**src/rtl/rv_pkg.sv**
```systemverilog
// Shared RV fetch definitions: instruction/halfword widths, queue depth,
// fetch-port state encoding and the compressed-instruction test.
package rv_pkg;

  localparam int ILEN     = 32;
  localparam int HLEN     = 16;
  localparam int HQ_DEPTH = 3;

  localparam logic [1:0] OPC_QUAD_FULL = 2'b11;

  typedef logic [HLEN-1:0] hword_t;

  // IDLE: may request. BUSY: one fetch in flight. DROP: in-flight fetch is stale.
  typedef enum logic [1:0] {
    F_IDLE = 2'd0,
    F_BUSY = 2'd1,
    F_DROP = 2'd2
  } fetch_state_e;

  function automatic logic is_rvc(input hword_t hw);
    return hw[1:0] != OPC_QUAD_FULL;
  endfunction

endpackage

```
**src/rtl/rvc_fetch_align_hword_queue.sv**
```systemverilog
// Three-entry halfword shift queue: pop 0/1/2 from the head, then append 1 or 2
// halfwords from a fetched word; flush empties it. Entry 0 is bits [15:0].
module rvc_fetch_align_hword_queue
  import rv_pkg::*;
(
  input  logic            clk,
  input  logic            rst_n,
  input  logic            flush_vld,
  input  logic [1:0]      pop_cnt,
  input  logic            push_vld,
  input  logic            push_hi_only,
  input  logic [ILEN-1:0] push_dat,
  output logic [HLEN-1:0] hq0_dat,
  output logic [HLEN-1:0] hq1_dat,
  output logic [1:0]      cnt
);

  localparam int HQ_W = HQ_DEPTH * HLEN;

  logic [HQ_W-1:0] hq_q, hq_d;
  logic [HQ_W-1:0] shifted, keep_mask, ins_dat;
  logic [1:0]      cnt_q, cnt_d;
  logic [1:0]      base;

  always_comb begin
    // {idx, 4'b0000} converts a halfword index into a bit offset.
    shifted   = hq_q >> {pop_cnt, 4'b0000};
    base      = cnt_q - pop_cnt;
    keep_mask = ~({HQ_W{1'b1}} << {base, 4'b0000});
    ins_dat   = push_hi_only ? {{(HQ_W-HLEN){1'b0}}, push_dat[ILEN-1:HLEN]}
                             : {{(HQ_W-ILEN){1'b0}}, push_dat};
    hq_d  = hq_q;
    cnt_d = cnt_q;
    if (flush_vld) begin
      cnt_d = 2'd0;
    end else begin
      hq_d  = shifted;
      cnt_d = base;
      if (push_vld) begin
        hq_d  = (shifted & keep_mask) | (ins_dat << {base, 4'b0000});
        cnt_d = base + (push_hi_only ? 2'd1 : 2'd2);
      end
    end
  end

  always_ff @(posedge clk) begin
    if (!rst_n) begin
      hq_q  <= '0;
      cnt_q <= 2'd0;
    end else begin
      hq_q  <= hq_d;
      cnt_q <= cnt_d;
    end
  end

  assign hq0_dat = hq_q[HLEN-1:0];
  assign hq1_dat = hq_q[2*HLEN-1:HLEN];
  assign cnt     = cnt_q;

endmodule

```
**src/rtl/rvc_fetch_align.sv**
```systemverilog
// Fetch aligner: word fetches into a halfword queue, one 16/32-bit instruction
// per out handshake; outputs come only from registered state, held while stalled.
module rvc_fetch_align
  import rv_pkg::*;
#(
  parameter logic [ILEN-1:0] RESET_PC = 32'h0000_0000
) (
  input  logic            clk,
  input  logic            rst_n,
  input  logic            redirect_valid,
  input  logic [ILEN-1:0] redirect_pc,
  output logic            imem_req,
  output logic [ILEN-1:0] imem_addr,
  input  logic            imem_gnt,
  input  logic            imem_rvalid,
  input  logic [ILEN-1:0] imem_rdata,
  output logic            out_valid,
  input  logic            out_ready,
  output logic [ILEN-1:0] out_instr,
  output logic            out_compressed,
  output logic [ILEN-1:0] out_pc
);

  fetch_state_e    state_q, state_d;
  logic [ILEN-1:0] out_pc_q, out_pc_d;
  logic [ILEN-1:0] fetch_addr_q, fetch_addr_d;
  logic            skip_lo_q, skip_lo_d;

  logic [HLEN-1:0] hq0, hq1;
  logic [1:0]      hq_cnt;
  logic [1:0]      pop_cnt;
  logic            hq0_rvc, fire, gnt, push_vld;

  rvc_fetch_align_hword_queue u_hq (
    .clk          (clk),
    .rst_n        (rst_n),
    .flush_vld    (redirect_valid),
    .pop_cnt      (pop_cnt),
    .push_vld     (push_vld),
    .push_hi_only (skip_lo_q),
    .push_dat     (imem_rdata),
    .hq0_dat      (hq0),
    .hq1_dat      (hq1),
    .cnt          (hq_cnt)
  );

  always_comb begin
    hq0_rvc        = is_rvc(hq0);
    out_valid      = hq0_rvc ? (hq_cnt != 2'd0) : (hq_cnt >= 2'd2);
    out_compressed = hq0_rvc;
    out_instr      = hq0_rvc ? {{HLEN{1'b0}}, hq0} : {hq1, hq0};
    out_pc         = out_pc_q;
    fire           = out_valid && out_ready && !redirect_valid;
    pop_cnt        = fire ? (hq0_rvc ? 2'd1 : 2'd2) : 2'd0;
    // Requesting only at count<=1 guarantees a full word always fits.
    imem_req       = rst_n && (state_q == F_IDLE) && (hq_cnt <= 2'd1) && !redirect_valid;
    imem_addr      = fetch_addr_q;
    gnt            = imem_req && imem_gnt;
    push_vld       = imem_rvalid && (state_q == F_BUSY) && !redirect_valid;
  end

  always_comb begin
    state_d = state_q;
    unique case (state_q)
      F_IDLE: if (gnt) state_d = F_BUSY;
      F_BUSY: begin
        if (imem_rvalid)         state_d = F_IDLE;
        else if (redirect_valid) state_d = F_DROP;
      end
      F_DROP: if (imem_rvalid) state_d = F_IDLE;
      default: state_d = F_IDLE;
    endcase
  end

  always_comb begin
    out_pc_d     = out_pc_q;
    fetch_addr_d = fetch_addr_q;
    skip_lo_d    = skip_lo_q;
    if (redirect_valid) begin
      out_pc_d     = redirect_pc & ~32'h1;
      fetch_addr_d = redirect_pc & ~32'h3;
      skip_lo_d    = redirect_pc[1];
    end else begin
      if (fire)     out_pc_d     = out_pc_q + (hq0_rvc ? 32'd2 : 32'd4);
      if (gnt)      fetch_addr_d = fetch_addr_q + 32'd4;
      if (push_vld) skip_lo_d    = 1'b0;
    end
  end

  always_ff @(posedge clk) begin
    if (!rst_n) begin
      state_q      <= F_IDLE;
      out_pc_q     <= RESET_PC;
      fetch_addr_q <= {RESET_PC[ILEN-1:2], 2'b00};
      skip_lo_q    <= RESET_PC[1];
    end else begin
      state_q      <= state_d;
      out_pc_q     <= out_pc_d;
      fetch_addr_q <= fetch_addr_d;
      skip_lo_q    <= skip_lo_d;
    end
  end

endmodule

```
**config.mk**
```make
export PLATFORM = sky130hd
export DESIGN_NAME = rvc_fetch_align
export DESIGN_NICKNAME = d
export VERILOG_FILES = /design/src/rtl/rv_pkg.sv /design/src/rtl/rvc_fetch_align_hword_queue.sv /design/src/rtl/rvc_fetch_align.sv
export SDC_FILE = /design/constraint.sdc
export NUM_CORES = 1
export LEC_CHECK = 0
export ABC_AREA = 1
export BUFFER_PORTS_ARGS = -buffer_cell sky130_fd_sc_hd__buf_2
export CAP_MARGIN = 25
export CORE_ASPECT_RATIO = 0.9
export CORE_MARGIN = 2
export CORE_UTILIZATION = 45
export DETAILED_ROUTE_END_ITERATION = 10
export PLACE_DENSITY = 0.65
export SLEW_MARGIN = 20
export SYNTH_ARGS = -nofsm -noshare
export SYNTH_HDL_FRONTEND = slang
export SYNTH_HIERARCHICAL = 1
export SYNTH_SLANG_ARGS = --single-unit
```
**constraint.sdc**
```tcl
create_clock -name clk -period 2.95 [get_ports clk]
set_clock_uncertainty 0.1 [all_clocks]
set_input_delay 0.295 -clock clk [delete_from_list [all_inputs] [get_ports clk]]
set_output_delay 0.295 -clock clk [all_outputs]
set_load 0.1 [all_outputs]
```
==> results of run 1 <==
==> worst reg2reg max path: stages, from the launching register on <==
cell and delay, ps:
dfxtp_1 420, nand2_2 90, a21o_2 220, nand2_4 110, nor2_1 70, nand2_1 90, clkinv_1 150, inv_2 100
nand2_4 60, nand2_2 120, nand2_1 100, nand2_4 240, nand3_4 330, nand2_1 150, nand3_1 80, nand2_1 90
inv_1 30
==> cells in the final DEF, fill, tap and decap left out, types with 9 or more instances in the layout <==
master | synthesis | final
o21ai_0 | 96 | 96
a31oi_1 | 12 | 12
nor3_1 | 49 | 46
inv_1 | 196 | 195
nand3_1 | 179 | 179
xor2_1 | 16 | 16
nor2_2 | 11 | 11
o21ai_1 | 35 | 35
buf_4 | 47 | 22
dfxtp_1 | 114 | 114
nand2_2 | 9 | 9
a21oi_1 | 103 | 103
nor2_1 | 127 | 127
buf_2 | 28 | 164
nand4_1 | 32 | 32
clkbuf_16 | 0 | 17
nand2_1 | 371 | 371
==> registers in the layout, summed over array words and instances, names as in the netlist <==
register	cells
imem_addr	30
out_pc	31
skip_lo_q	1
state_q	2
u_hq/cnt	2
u_hq/hq_q	48
==> synthesized netlist by cell type (all sizes together) <==
cell / number / area (µm²)
conb: 1 / 3.75
clkbuf: 30 / 113
o21ai: 131 / 656
buf: 86 / 594
a21o: 3 / 22.5
xnor2: 1 / 8.76
o211ai: 4 / 30.0
xor2: 16 / 140
and2: 1 / 6.26
a31oi: 12 / 75.1
nand3b: 2 / 15.0
o22ai: 1 / 6.26
nand3: 185 / 986
nand4: 32 / 200
clkinv: 2 / 7.51
ha: 4 / 50.1
a21oi: 103 / 515
nor3: 53 / 292
nand2: 387 / 1530
dfxtp: 114 / 2280
inv: 203 / 762
nor4: 1 / 6.26
o31ai: 1 / 7.51
o21bai: 1 / 7.51
nor2: 146 / 644
==> routing by layer <==
layer  routed length, µm  global-route usage  up-vias  part of all wire
li1                    -                   -     5070                 -
met1               14400               0.422     4682              0.47
met3                2830              0.0497       35             0.092
met5                   0                   0        -                 0
met4                 506              0.0833        0             0.016
met2               13000               0.423      471              0.42
==> cell type report <==
class / instances / area [µm²] / area share
tap: 250 / 313 / 0.0305
clock buffer: 17 / 425 / 0.0415
sequential: 114 / 2280 / 0.223
timing repair buffer: 187 / 1010 / 0.0982
clock inverter: 15 / 214 / 0.0209
inverter: 205 / 771 / 0.0752
multi-input combinational: 1087 / 5230 / 0.511
==> power groups by stage <==
stage / Sequential [µW] / Combinational, µW / Clock (µW)
after floorplan: 2080 / 563 / 0
after global placement: 1750 / 1110 / 0
after detailed placement: 1750 / 1120 / 0
after CTS: 1720 / 1120 / 2330
after global routing: 1730 / 1210 / 2400
final: 1720 / 1130 / 2320
==> cells by family (layout without fill, tap and decap cells) <==
group	after synthesis	count (layout)
compound gates	256	256
xor+xnor	17	17
fa+ha+maj	4	4
buf+inv	321	424
flops	114	114
other cells	1	3
simple gates	807	807
==> final timing paths <==
check                 endpoint  slack (ps)             from  depth (start not counted)
hold reg to reg     state_q[1]         380       state_q[1]                          2
setup reg to reg  u_hq/hq_q[0]         290     u_hq/hq_q[0]                         16
setup / recovery  u_hq/hq_q[0]         290     u_hq/hq_q[0]                         16
hold / removal      out_pc[25]          20  redirect_pc[25]                          3
==> stage by stage <==
stage | hold slack [ps] | cell area (µm²) | setup TNS [ps] | utilization
after global placement | 374 | 9590 | 0 | 0.496
after CTS | 10.7 | 10200 | 0 | 0.529
after detailed placement | 372 | 9590 | 0 | 0.496
final | 20.2 | 10200 | 0 | 0.530
after floorplan | 333 | 8970 | -3660 | -
after global routing | 41.4 | 10200 | 0 | 0.530
==> impl_metrics.tcl, run 1 <==
set metrics [dict create \
    outcome "completed" \
    syn_to_final_growth_pct 14.3 \
    post_cts_buffers 0 \
    n_fill_cell 2086 \
    slew_headroom 0.465 \
    cellPowerDensity_mw_per_mm2 505 \
    comb_power_share 0.218 \
    routed_wirelength_mm 30.7 \
    arrival_ps 2890 \
    period_share 0.903 \
    drt-wirelength-per-cell_um 16.4 \
    drc_errors 0 \
    p_int_uw 3350 \
    ys_warn_count 6 \
    slowest_delay_ps 420 \
    peakVddDrop_uv 398 \
    numCtsBuffers 17 \
    die_w_um 153 \
    setup_violations 0 \
    initial_core_util 0.463 \
    die_area_mm2 0.0211 \
    cts-hold-fix-buffers 0 \
    synth_top_family_by_area "simple AND/OR/NAND/NOR gates" \
    critPathKind "reg2reg" \
    root_buffer "clkbuf_16" \
    p_total_uw 5180 \
    grt_max_degree 50 \
    first_pass_iters 5 \
    drv_cap 0 \
    start_kind "flop" \
    pre_cts_ws_ps 217 \
    stdcell_count 1875 \
    maxSlewViolCount 0 \
    first_global_vias 8900 \
    fin_nets 1686 \
    synthMuxAreaShare 0 \
    synth-seq-area-share 0.255 \
    clkLatencyLatePin_ps 430 \
    globalplace.congestion 0.898 \
    numClockSinks 114 \
    core_mm2 0.0193 \
    clk_pin_slew_ps 60 \
    hold_viol 0 \
    syn_area_mm2 0.00896 \
    post_cts_resized 0 \
    grt_overflow 0 \
    io_pins 169 \
    ys_seq_elements 114 \
    max_freq_ghz 0.376 \
    drt_first_iter_violations 863 \
    syn_inst 1520 \
    synth-simple-area-share 0.410 \
    synth_fa_ha_area_frac 0.00559 \
    power_frac_seq 0.333 \
    final_layout_size_suffix_gt1_frac 0.169 \
    grt_usage 0.285 \
    cpMostUsedCell "nand2_1" \
    postRouteAntennaNets 0 \
    ys_types 39 \
    swShare 0.352 \
    worst_pin_slew_ps 802 \
    h-tree-depth 4 \
    avgSynthCellArea_um2 5.89 \
    synthXorXnorAreaFrac 0.0166 \
    drt-vias-per-instance 5.47 \
    cp_top_family "simple AND/OR/NAND/NOR gates" \
    setup.worst_path.end_class "flop" \
    worst_slack_ps 287 \
    crit_chain "nand2_2 -> a21o_2 -> nand2_4 -> nor2_1 -> nand2_1 -> clkinv_1 -> inv_2 -> nand2_4 -> nand2_2 -> nand2_1 -> nand2_4 -> nand3_4 -> nand2_1 -> nand3_1 -> nand2_1 -> inv_1" \
    synth_compound_area_frac 0.147 \
    cts_tree "done" \
    num_vias 10300 \
    chipHeight_um 138 \
    period_minus_slack_ps 2660 \
    pwr-share-clk 0.449 \
    power.leakage_uw 0.00482 \
    net-switching-power_uw 1820 \
    hold_path_class "in2reg" \
    dp_hpwl_mm 21.7 \
    dp_cells 1843 \
    worst-path-buf-inv 3 \
    antenna_found_initial 0 \
    grt_pass1_wl_mm 47.5 \
    cts_buffer_depth 2 \
    crit_path_top_delay_cell "dfxtp_1" \
    rows 48 \
    cp.required_ps 3180 \
    rsz0062_at_grt "no" \
    io_buffers 164 \
    worstPathMaxFanout 17 \
    diodes 0 \
]
Power figures use the tool's default switching activity.
==> run 2, diff against run 1 <==
- CELL_PAD_IN_SITES_DETAIL_PLACEMENT: default -> 0
- CELL_PAD_IN_SITES_GLOBAL_PLACEMENT: default -> 1
- CORE_UTILIZATION: 45 -> 39
- PLACE_DENSITY: 0.65 -> 0.8
==> run 2 against run 1 <==
  * Register-to-register slack worse by 60 ps
  * Fmax fell by 2.1%
  * Sequential cell count unchanged
  * Sequential share of layout area fell by 0.20 points
  * Critical endpoint is now u_hq/hq_q[23]
==> impl_metrics.tcl, run 2 (same netlist as run 1, synthesis figures left out) <==
set metrics [dict create \
    outcome "completed" \
    setup_violations 0 \
    hold_path_class "in2reg" \
    clk_pin_slew_ps 60 \
    setup.worst_path.end_class "flop" \
    die_w_um 164 \
    mostFrequentLayoutCell "nand2_1" \
    maxSlewViolCount 0 \
    core_mm2 0.0225 \
    rows 52 \
    top_register "u_hq/hq_q" \
    antenna_found_initial 3 \
    power.leakage_uw 0.00483 \
    clkLatencyLatePin_ps 430 \
    start_kind "flop" \
    p_int_uw 3370 \
    net-switching-power_uw 1770 \
    peakVddDrop_uv 336 \
    cp_top_family "simple AND/OR/NAND/NOR gates" \
    root_buffer "clkbuf_16" \
    numCtsBuffers 17 \
    routed_wirelength_mm 31.2 \
    drv_cap 0 \
    cts_buffer_depth 2 \
    num_vias 9892 \
    final_layout_size_suffix_gt1_frac 0.170 \
    grt_max_degree 50 \
    io_pins 169 \
    crit_path_top_delay_cell "dfxtp_1" \
    critPathKind "reg2reg" \
    rsz0062_at_grt "no" \
    die_area_mm2 0.0242 \
    period_minus_slack_ps 2720 \
    h-tree-depth 4 \
    tns_ps 0 \
    grt_usage 0.259 \
    cts_tree "done" \
    first_global_vias 8956 \
    cpMostUsedCell "nand3_4" \
    worst_pin_slew_ps 785 \
    slowest_delay_ps 430 \
    swShare 0.344 \
    post_dp_cell_area_mm2 0.00968 \
    grt_overflow 0 \
    grt_pass1_wl_mm 48.8 \
    power_frac_seq 0.335 \
    final_util 0.459 \
    postRouteAntennaNets 0 \
    crit_chain "nand2_2 -> a21o_2 -> nand2_4 -> nor3_2 -> ha_1 -> inv_1 -> nand3_4 -> nand3_4 -> buf_4 -> nand2_1 -> nand3_1 -> o21ai_0" \
    stdcell_area_mm2 0.0103 \
    final_cell_mix "371 x nand2_1, 195 x inv_1, 179 x nand3_1" \
    io_buffers 164 \
    hold_ws_ps 36.2 \
    drt-vias-per-instance 5.13 \
    multi_input_area_mm2 0.00522 \
    drt_first_iter_violations 712 \
    cellPowerDensity_mw_per_mm2 497 \
    syn_to_final_growth_pct 15.4 \
    globalplace.congestion 0.901 \
    worst-path-buf-inv 2 \
    worst_slack_ps 230 \
    first_pass_iters 6 \
    period_share 0.922 \
    slew_headroom 0.475 \
    max_freq_ghz 0.368 \
    seq_area_mm2 0.00228 \
    chipHeight_um 148 \
    worstPathMaxFanout 18 \
    pwr-share-clk 0.446 \
    arrival_ps 2890 \
    hold_viol 0 \
    drc_errors 0 \
    comb_power_share 0.219 \
    initial_core_util 0.398 \
    n_fill_cell 2504 \
    dp_hpwl_mm 22.5 \
    drt-wirelength-per-cell_um 16.2 \
    fin_nets 1690 \
    numClockSinks 114 \
    pre_cts_ws_ps 200 \
    largest_reg_flops 48 \
    cp.required_ps 3120 \
]
==> run 2: cell count changes in the layout (fill, tap and decap cells not counted), moves of 2 or more <==
cell	previous run	this run
buf_4	22	25
clkinv_2	7	4
clkinv_4	2	0
diode_2	0	3
clkbuf_1	0	2
==> run 2: what timing repair did <==
| item | CTS | global route |
|---|---|---|
| gates resized for setup | 0 | 2 |
| endpoints found under the setup margin | 0 | 4 |
| setup buffers | 0 | 1 |
| hold buffers | 0 | 0 |
==> run 2: worst paths after layout <==
| path | from | endpoint | slack (ps) | cells past startpoint |
|---|---|---|---|---|
| worst min-delay path | redirect_pc[26] | out_pc[26] | 40 | 3 |
| worst max-delay path | u_hq/hq_q[1] | u_hq/hq_q[23] | 230 | 12 |
| worst min register to register | state_q[1] | state_q[1] | 400 | 2 |
| worst max register to register | u_hq/hq_q[1] | u_hq/hq_q[23] | 230 | 12 |
==> run 2: power groups by stage <==
stage / Clock [µW] / Combinational, µW / Sequential [µW]
finish: 2290 / 1130 / 1720
global route: 2390 / 1210 / 1740
CTS: 2320 / 1120 / 1720
detailed placement: 0 / 1120 / 1760
global placement: 0 / 1110 / 1760
floorplan: 0 / 563 / 2080
==> run 2: cell type report <==
type / instances / area share
well taps: 297 / 0.0359
flip-flops and latches: 114 / 0.221
diodes: 3 / 0.000726
repair buffers: 191 / 0.101
clock buffers: 20 / 0.0432
multi-input cells: 1087 / 0.505
inverters: 205 / 0.0747
clock inverters: 11 / 0.0179
==> run 2: layer usage <==
layer	global-route usage	vias to the layer above	share of wire
met4	0.0728	2	0.017
met5	0	-	0.00042
met3	0.0424	31	0.075
met1	0.386	4447	0.48
met2	0.383	320	0.42
li1	-	5092	-
==> run 2: worst reg2reg max path, cell delays in order (launching register included) <==
cell     delay, ps
dfxtp_1        430
nand2_2        200
a21o_2         270
nand2_4        120
nor3_2          80
ha_1           260
inv_1          130
nand3_4        280
nand3_4        220
buf_4          260
nand2_1         80
nand3_1         90
o21ai_0         70
==> run 2: per-stage QoR <==
stage,power [µW],cells
final,5140,1928
after global routing,5340,1927
after CTS,5160,1924
after detailed placement,2880,1893
after global placement,2870,1893
after floorplan,2650,1522
